File: config.mk
export PLATFORM = sky130hd
export DESIGN_NAME = phase_scheduler
export DESIGN_NICKNAME = d
export VERILOG_FILES = /design/src/rtl/phase_scheduler.sv
export SDC_FILE = /design/constraint.sdc
export NUM_CORES = 1
export LEC_CHECK = 0
export ABC_CLOCK_PERIOD_IN_PS = 3000
export CORE_ASPECT_RATIO = 0.8
export CORE_MARGIN = 4
export CORE_UTILIZATION = 45
export CTS_CLUSTER_DIAMETER = 50
export DETAILED_ROUTE_END_ITERATION = 8
export GPL_ROUTABILITY_DRIVEN = 0
export HOLD_SLACK_MARGIN = 0.05
export PLACE_DENSITY = 0.72
export SYNTH_ARGS = -nofsm -noshare
export SYNTH_HDL_FRONTEND = slang
export SYNTH_SLANG_ARGS = --single-unit
File: constraint.sdc
create_clock -name clk -period 3 [get_ports clk]
set_clock_uncertainty 0.15 [all_clocks]
set_input_delay 0.6 -clock clk [delete_from_list [all_inputs] [get_ports clk]]
set_output_delay 0.6 -clock clk [all_outputs]
set_load 0.005 [all_outputs]
File: src/rtl/phase_scheduler.sv
// Phase dwell timer and request scheduler for the intersection light FSM.
// Emits a one-cycle advance pulse and waits for the FSM to acknowledge it by changing phase.
module phase_scheduler #(
  parameter int CNT_W       = 8,
  parameter int TICK_DIV    = 50,
  parameter int T_MIN_GREEN = 5,
  parameter int T_MAX_GREEN = 20,
  parameter int T_YELLOW    = 3,
  parameter int T_RED       = 2,
  parameter int T_LEFT      = 4,
  parameter int ACK_TIMEOUT = 8
) (
  input  logic             clk,
  input  logic             resetn,
  input  logic [2:0]       phase_in,
  input  logic             req_n,
  input  logic             req_e,
  input  logic             emerg,
  output logic             advance,
  output logic [CNT_W-1:0] timer_out,
  output logic             pend_n,
  output logic             pend_e,
  output logic             fault
);

  localparam int PS_W = (TICK_DIV > 1) ? $clog2(TICK_DIV) : 1;
  localparam int AK_W = $clog2(ACK_TIMEOUT + 1);

  // Handshake: advance is high for one cycle; the FSM acknowledges by changing
  // phase_in away from the phase held at pulse time. There is no re-issue.
  typedef enum logic [1:0] {IDLE, TIMING, ADVANCE, WAIT_ACK} state_t;

  state_t           state, state_nx;
  logic [PS_W-1:0]  presc, presc_nx;
  logic [2:0]       phase_prev, phase_prev_nx;
  logic [AK_W-1:0]  ack_cnt, ack_cnt_nx;
  logic [CNT_W-1:0] timer_nx;
  logic             advance_nx, pend_n_nx, pend_e_nx, fault_nx;
  logic             load, tick, phase_chg, min_ok, adv_cond;

  function automatic logic [CNT_W-1:0] duration(input logic [2:0] ph);
    case (ph)
      3'd0, 3'd4: duration = CNT_W'(T_MAX_GREEN);
      3'd1, 3'd5: duration = CNT_W'(T_YELLOW);
      3'd2, 3'd6: duration = CNT_W'(T_RED);
      default:    duration = CNT_W'(T_LEFT);
    endcase
  endfunction

  always_comb begin
    phase_chg = (phase_in != phase_prev);
    tick      = (presc == PS_W'(TICK_DIV - 1));
    min_ok    = (timer_out <= CNT_W'(T_MAX_GREEN - T_MIN_GREEN));
    // Only green phases can be cut short; emergency cannot shorten clearance phases.
    case (phase_prev)
      3'd0:    adv_cond = (timer_out == '0) || (min_ok && (pend_e || emerg));
      3'd4:    adv_cond = (timer_out == '0) || (min_ok && (pend_n || emerg));
      default: adv_cond = (timer_out == '0);
    endcase
  end

  always_ff @(posedge clk or negedge resetn) begin
    if (!resetn) begin
      state      <= IDLE;
      advance    <= 1'b0;
      timer_out  <= '0;
      pend_n     <= 1'b0;
      pend_e     <= 1'b0;
      fault      <= 1'b0;
      presc      <= '0;
      phase_prev <= 3'd0;
      ack_cnt    <= '0;
    end else begin
      state      <= state_nx;
      advance    <= advance_nx;
      timer_out  <= timer_nx;
      pend_n     <= pend_n_nx;
      pend_e     <= pend_e_nx;
      fault      <= fault_nx;
      presc      <= presc_nx;
      phase_prev <= phase_prev_nx;
      ack_cnt    <= ack_cnt_nx;
    end
  end

  always_comb begin
    state_nx = state;
    load     = 1'b0;
    case (state)
      IDLE: begin
        load     = 1'b1;
        state_nx = TIMING;
      end
      TIMING: begin
        if (phase_chg) load = 1'b1;
        else if (adv_cond) state_nx = ADVANCE;
      end
      ADVANCE: state_nx = WAIT_ACK;
      WAIT_ACK: begin
        if (phase_chg) begin
          load     = 1'b1;
          state_nx = TIMING;
        end
      end
      default: state_nx = IDLE;
    endcase
  end

  always_comb begin
    advance_nx    = (state_nx == ADVANCE) && (state == TIMING);
    timer_nx      = timer_out;
    presc_nx      = presc;
    phase_prev_nx = phase_prev;
    ack_cnt_nx    = ack_cnt;
    fault_nx      = fault;
    pend_n_nx     = pend_n | req_n;
    pend_e_nx     = pend_e | req_e;

    if (load) begin
      timer_nx      = duration(phase_in);
      presc_nx      = '0;
      phase_prev_nx = phase_in;
      if (phase_in == 3'd0) pend_n_nx = 1'b0;
      if (phase_in == 3'd4) pend_e_nx = 1'b0;
    end else if (state == TIMING) begin
      if (tick) begin
        presc_nx = '0;
        if (timer_out != '0) timer_nx = timer_out - 1'b1;
      end else begin
        presc_nx = presc + 1'b1;
      end
    end

    // ack_cnt counts cycles since the pulse edge; it saturates so fault is set once.
    if (advance_nx) begin
      ack_cnt_nx = '0;
    end else if ((state == ADVANCE || state == WAIT_ACK) && ack_cnt != AK_W'(ACK_TIMEOUT)) begin
      ack_cnt_nx = ack_cnt + 1'b1;
    end
    if (state == WAIT_ACK && !phase_chg && ack_cnt == AK_W'(ACK_TIMEOUT - 1))
      fault_nx = 1'b1;
  end

endmodule

# --- Word level (Yosys, flattened, before mapping) ---
# Index checks and enable logic that the tools add are counted.
word_totals:
  regBits: 27
  latch_bits: 0
  ramBits: 0
  mem_bits_ro: 0
  input_bits: 8
  word_cells: 76
  mem_count: 0
classes:
  add_sub_neg: 3
  n_mul: 0
  n_div: 0
  magnitude_cmp: 1
  n_eq_ne: 14
  n_shift: 0
  muxes: 21
  bitwise_logic: 2
  reduce_logical: 26
op_table:
  columns: ["operator", "count"]
  rows:
  - ["8-bit 2-to-1 mux", 4]
  - ["6-bit 2-to-1 mux", 3]
  - ["5-bit one-hot mux with 3 select lines", 1]
  - ["3-bit == test (second input constant)", 4]
  - ["8-bit by 4-bit <= comparator with 1-bit output (second input constant)", 1]
  - ["8-bit logical NOT", 1]
  - ["4-bit 2-to-1 mux", 2]
  - ["2-bit one-hot mux with 4 select lines", 1]
  - ["2-bit nonzero test", 4]
  - ["8-bit nonzero test", 1]
  - ["2-bit OR reduction", 4]
  - ["8-bit by 1-bit subtractor with 8-bit output (second input constant)", 1]
  - ["6-bit by 1-bit adder with 6-bit output (second input constant)", 1]
  - ["2-bit == test (second input constant)", 3]
  - ["6-bit == test (second input constant)", 1]
  - ["1-bit logical AND", 6]
  - ["3-bit logical NOT", 2]
  - ["2-bit 2-to-1 mux", 3]
  - ["1-bit logical OR", 5]
  - ["1-bit 2-to-1 mux", 5]
  - ["4-bit by 1-bit adder with 4-bit output (second input constant)", 1]
  - ["4-bit by 3-bit == test with 1-bit output (second input constant)", 1]
  - ["4-bit != test (second input constant)", 1]
  - ["1-bit one-hot mux with 2 select lines", 2]
  - ["other kinds (8)", 9]

# --- Logic depth before layout (Yosys ltp) ---
logic_depth:
  depth_word: 10
  mapped_depth: 8
  ltp_nobuf: 7

# --- Least setup slack after synthesis ---
# No wires, ideal clock.
synth_timing:
  path_kind: "register to register"
  startpoint: "register timer_out[0]"
  endpoint: "register timer_out[7]"
  arrival_ps: 2098
  t_required_ps: 2723
  path_slack_ps: 624
  stages_incl_launch_ff: 8
  n_path_buf: 0
  period_less_slack_ps: 2376
  cell_sequence: "dfrtp_1 -> inv_1 -> ha_1 -> or4b_4 -> or4_4 -> nor4b_4 -> nand4_2 -> mux2_1"
synth_between:
  elab_chain_len: 5
  word_cells_on_any_way: 8
synth_rtl:
  columns: ["item", "line_no", "rtl"]
  rows:
  - ["start, declared", "20", "output logic [CNT_W-1:0] timer_out,"]
  - ["start signal, assigned", "76", "timer_out <= timer_nx;"]
  - ["8-bit by 1-bit subtractor with 8-bit output", "128", "if (timer_out != '0) timer_nx = timer_out - 1'b1;"]
  - ["8-bit 2-to-1 mux", "128", null]
  - ["8-bit 2-to-1 mux", "126", "if (tick) begin"]
  - ["8-bit 2-to-1 mux", "125", "end else if (state == TIMING) begin"]
  - ["8-bit 2-to-1 mux", "119", "if (load) begin"]
# Several ways; a longest one is shown, not always the timed one. The select of a mux whose other input is x is not followed.
# A chain may end at the register's enable or synchronous reset.

# --- Final worst setup path ---
# Ends and elaborated chain as after synthesis.

==> metrics.txt <==
remaining global-route overflow=0; Hold EP=fault; Worst Tran Pin Value=between 0.3 and 0.4 ns; Reg clk slew, reported paths=roughly 0.09 ns; Starting Density=between 40 and 50%; Setup Buffers After CTS=0; first-pass GRT wire length=around 5600 um; Slew Viols, Final=0; Clock Latency Late Sink=approximately 0.27 ns; number of flops mapped to enable cells by yosys=0; Crit Path Category=reg2reg; vias in the first global route=roughly 1,200; top_reg_cell synth=dfrtp_1; Mean Syn Cell Area=slightly below 10 sq um; CP Launch Type=flop; Unique masters post-synth=43; register area share after synthesis=between 40 and 50%; pin count of the biggest net entering global routing=28; slowest cell on the critical path=or4b_4; diode count=0; initial antenna violation count=0; hold path startpoint=fault; Vias per Instance=5.69; CP Cell Sequence=inv_1 > ha_1 > or4b_4 > or4_4 > nor4b_4 > nand4_2 > mux2_1; Final HPWL DP=between 2000 and 2500 um; Post-Synthesis Cells=159; Synth Cell Area=1570 sq um; Synth area leader=dfrtp_1; reg-to-reg setup timing slack=0.49 ns; PortBufs=19; Max H-tree Level=1; number of synthesized register bits=27; CTS Buf Count=3; Final Hold Fails=0; fillcell total=between 200 and 300; unrepaired setup endpoints after global routing=false; synth top area cells=dfrtp_1, ha_1, a22o_1; Power Dens Cells=roughly 570 nW/um^2; Layout Utilization=between 50% and 60%; syn nets=about 180; drt first-iter violations=76; Routed met1 length=between 1500 and 2000 um; Critical Path Fanout Max=5; min Tclk post-route=2.51 ns; RR Endpoint=timer_out[7]; Root Driver=clkbuf_8; worst vdd ir=between 300 and 400 uV; Worst Path Arrival=roughly 2.5 ns; met3 wire len=around 150 um; Ys Warns=0; Leak Pwr=roughly 0.8 nW; Die Wd=74.1 um; crit end category=flop; worst reg2reg path depth=7; vias post-DR=1,263; Crit. Startpoint=timer_out[0]; CTS tree=done; highest clock rate=between 0.3 and 0.4 GHz; Total Neg Setup Slack=0 ns; row count=18; Critical Path RT=around 3 ns; most frequent cells in the layout=dfrtp_1, clkdlybuf4s50_1, inv_1, nor2_1, nand2_1; max layer used=met4; clock buffer depth=2; Core Footprint=3220 sq um; share of cells above drive strength 1=roughly 8.2%; CTS sink count=27; top-area cell type share of the netlist area=42.9%; wire per inst=14.9 um; Die ar.=4510 sq um; post-CTS resize count=0; Setup violations, final=0; DR DRC count=0; total of max-cap violations=0; total track usage=between 15 and 20%; IO Pins=20; Hold Path Class=reg2reg; cts hold-fix bufs=0; status=finished clean; Synth-to-Final Area Change=18.9%; slowest cell delay on critical path=0.48 ns; final layout net count=between 150 and 200; Slew headroom=about 74%; commonest non-fill, non-tap cell in the layout=dfrtp_1; reg2reg start=timer_out[0]; Final period util=83.6%; First-pass DRT Iterations=4; Met2 Routed Length=1500 um; final wirelength=3320 um; die span in y=roughly 61 um; fraction of registers with async set or reset after synthesis=100%; post-route ant nets=0; worst hold slack=~0.36 ns; Hold Crit Depth=2
power by group:
group,switching [W],internal (W),total (W)
Clock,0.000113,0.0000953,0.000209
Sequential,0.0000772,0.000414,0.000492
Combinational,0.000174,0.000198,0.000372
Total,0.000365,0.000707,0.00107
cells in the mapped netlist (2+ instances only):
master	n
clkbuf_1	2
ha_1	8
mux2i_1	3
nor2b_1	3
o21ai_1	6
mux2_1	4
inv_1	13
mux2_2	2
nand2_1	9
a31oi_1	2
and3_1	3
nand3_1	6
o21ai_0	5
nor2_1	13
nand2b_1	2
dfrtp_1	27
buf_2	2
xnor2_1	5
a22o_1	6
o31ai_1	2
or3_1	4
a21oi_1	7
nor3_1	3
o2bb2ai_1	3
worst max-delay path, delay by kind of cell (launching register included):
kind | cells | cell delay (ns)
fa+ha+maj | 1 | 0.18
mux | 1 | 0.33
buf+inv | 1 | 0.08
flops | 1 | 0.45
simple gates | 4 | 1.20
cell type report:
class	instances	area, sq um	area share (%)
multi-input cells	115	832	44.5
flip-flops and latches	27	676	36.1
repair buffers	23	220	11.8
well taps	40	50.0	2.67
inverters	13	48.8	2.61
clock buffers	4	45.0	2.41
registers in the layout (all words and copies together) (netlist names):
name	count
fault	1
presc	6
state	2
ack_cnt	4
pend_n	1
phase_prev	3
pend_e	1
advance	1
timer_out	8
how the worst max path moves through the flow:
stage	end	slack (ns)	cells past startpoint
after floorplan	timer_out[7]	0.62	7
after global placement	timer_out[7]	0.38	6
after detailed placement	timer_out[7]	0.31	6
after CTS	timer_out[7]	0.48	7
after global routing	timer_out[5]	0.39	7
final	timer_out[7]	0.49	7
through the flow:
stage	total power, W	setup WS, ns	cells	area, sq um
final	0.00107	0.493	222	1870
after global routing	0.00115	0.391	222	1870
after CTS	0.00108	0.481	222	1870
after detailed placement	0.000873	0.314	218	1830
after global placement	0.000857	0.380	218	1830
after floorplan	0.000736	0.624	159	1570
kinds of logic after synthesis:
logic type	after synthesis	share of synthesized area [%]
and+or+nand+nor	53	19.9
AOI/OAI and AO/OA	40	17.6
DFF	27	42.9
buffers and inverters	17	4.21
muxes	9	6.20
adders and majority gates	8	6.36
xor gates and xnor gates	5	2.78
routing by layer:
| layer | vias up | track usage, % |
|---|---|---|
| met2 | 25 | 25.0 |
| met3 | 3 | 3.48 |
| met5 | - | 0 |
| li1 | 621 | - |
| met1 | 614 | 22.5 |
| met4 | 0 | 3.88 |
Power figures use the tool's default switching activity.
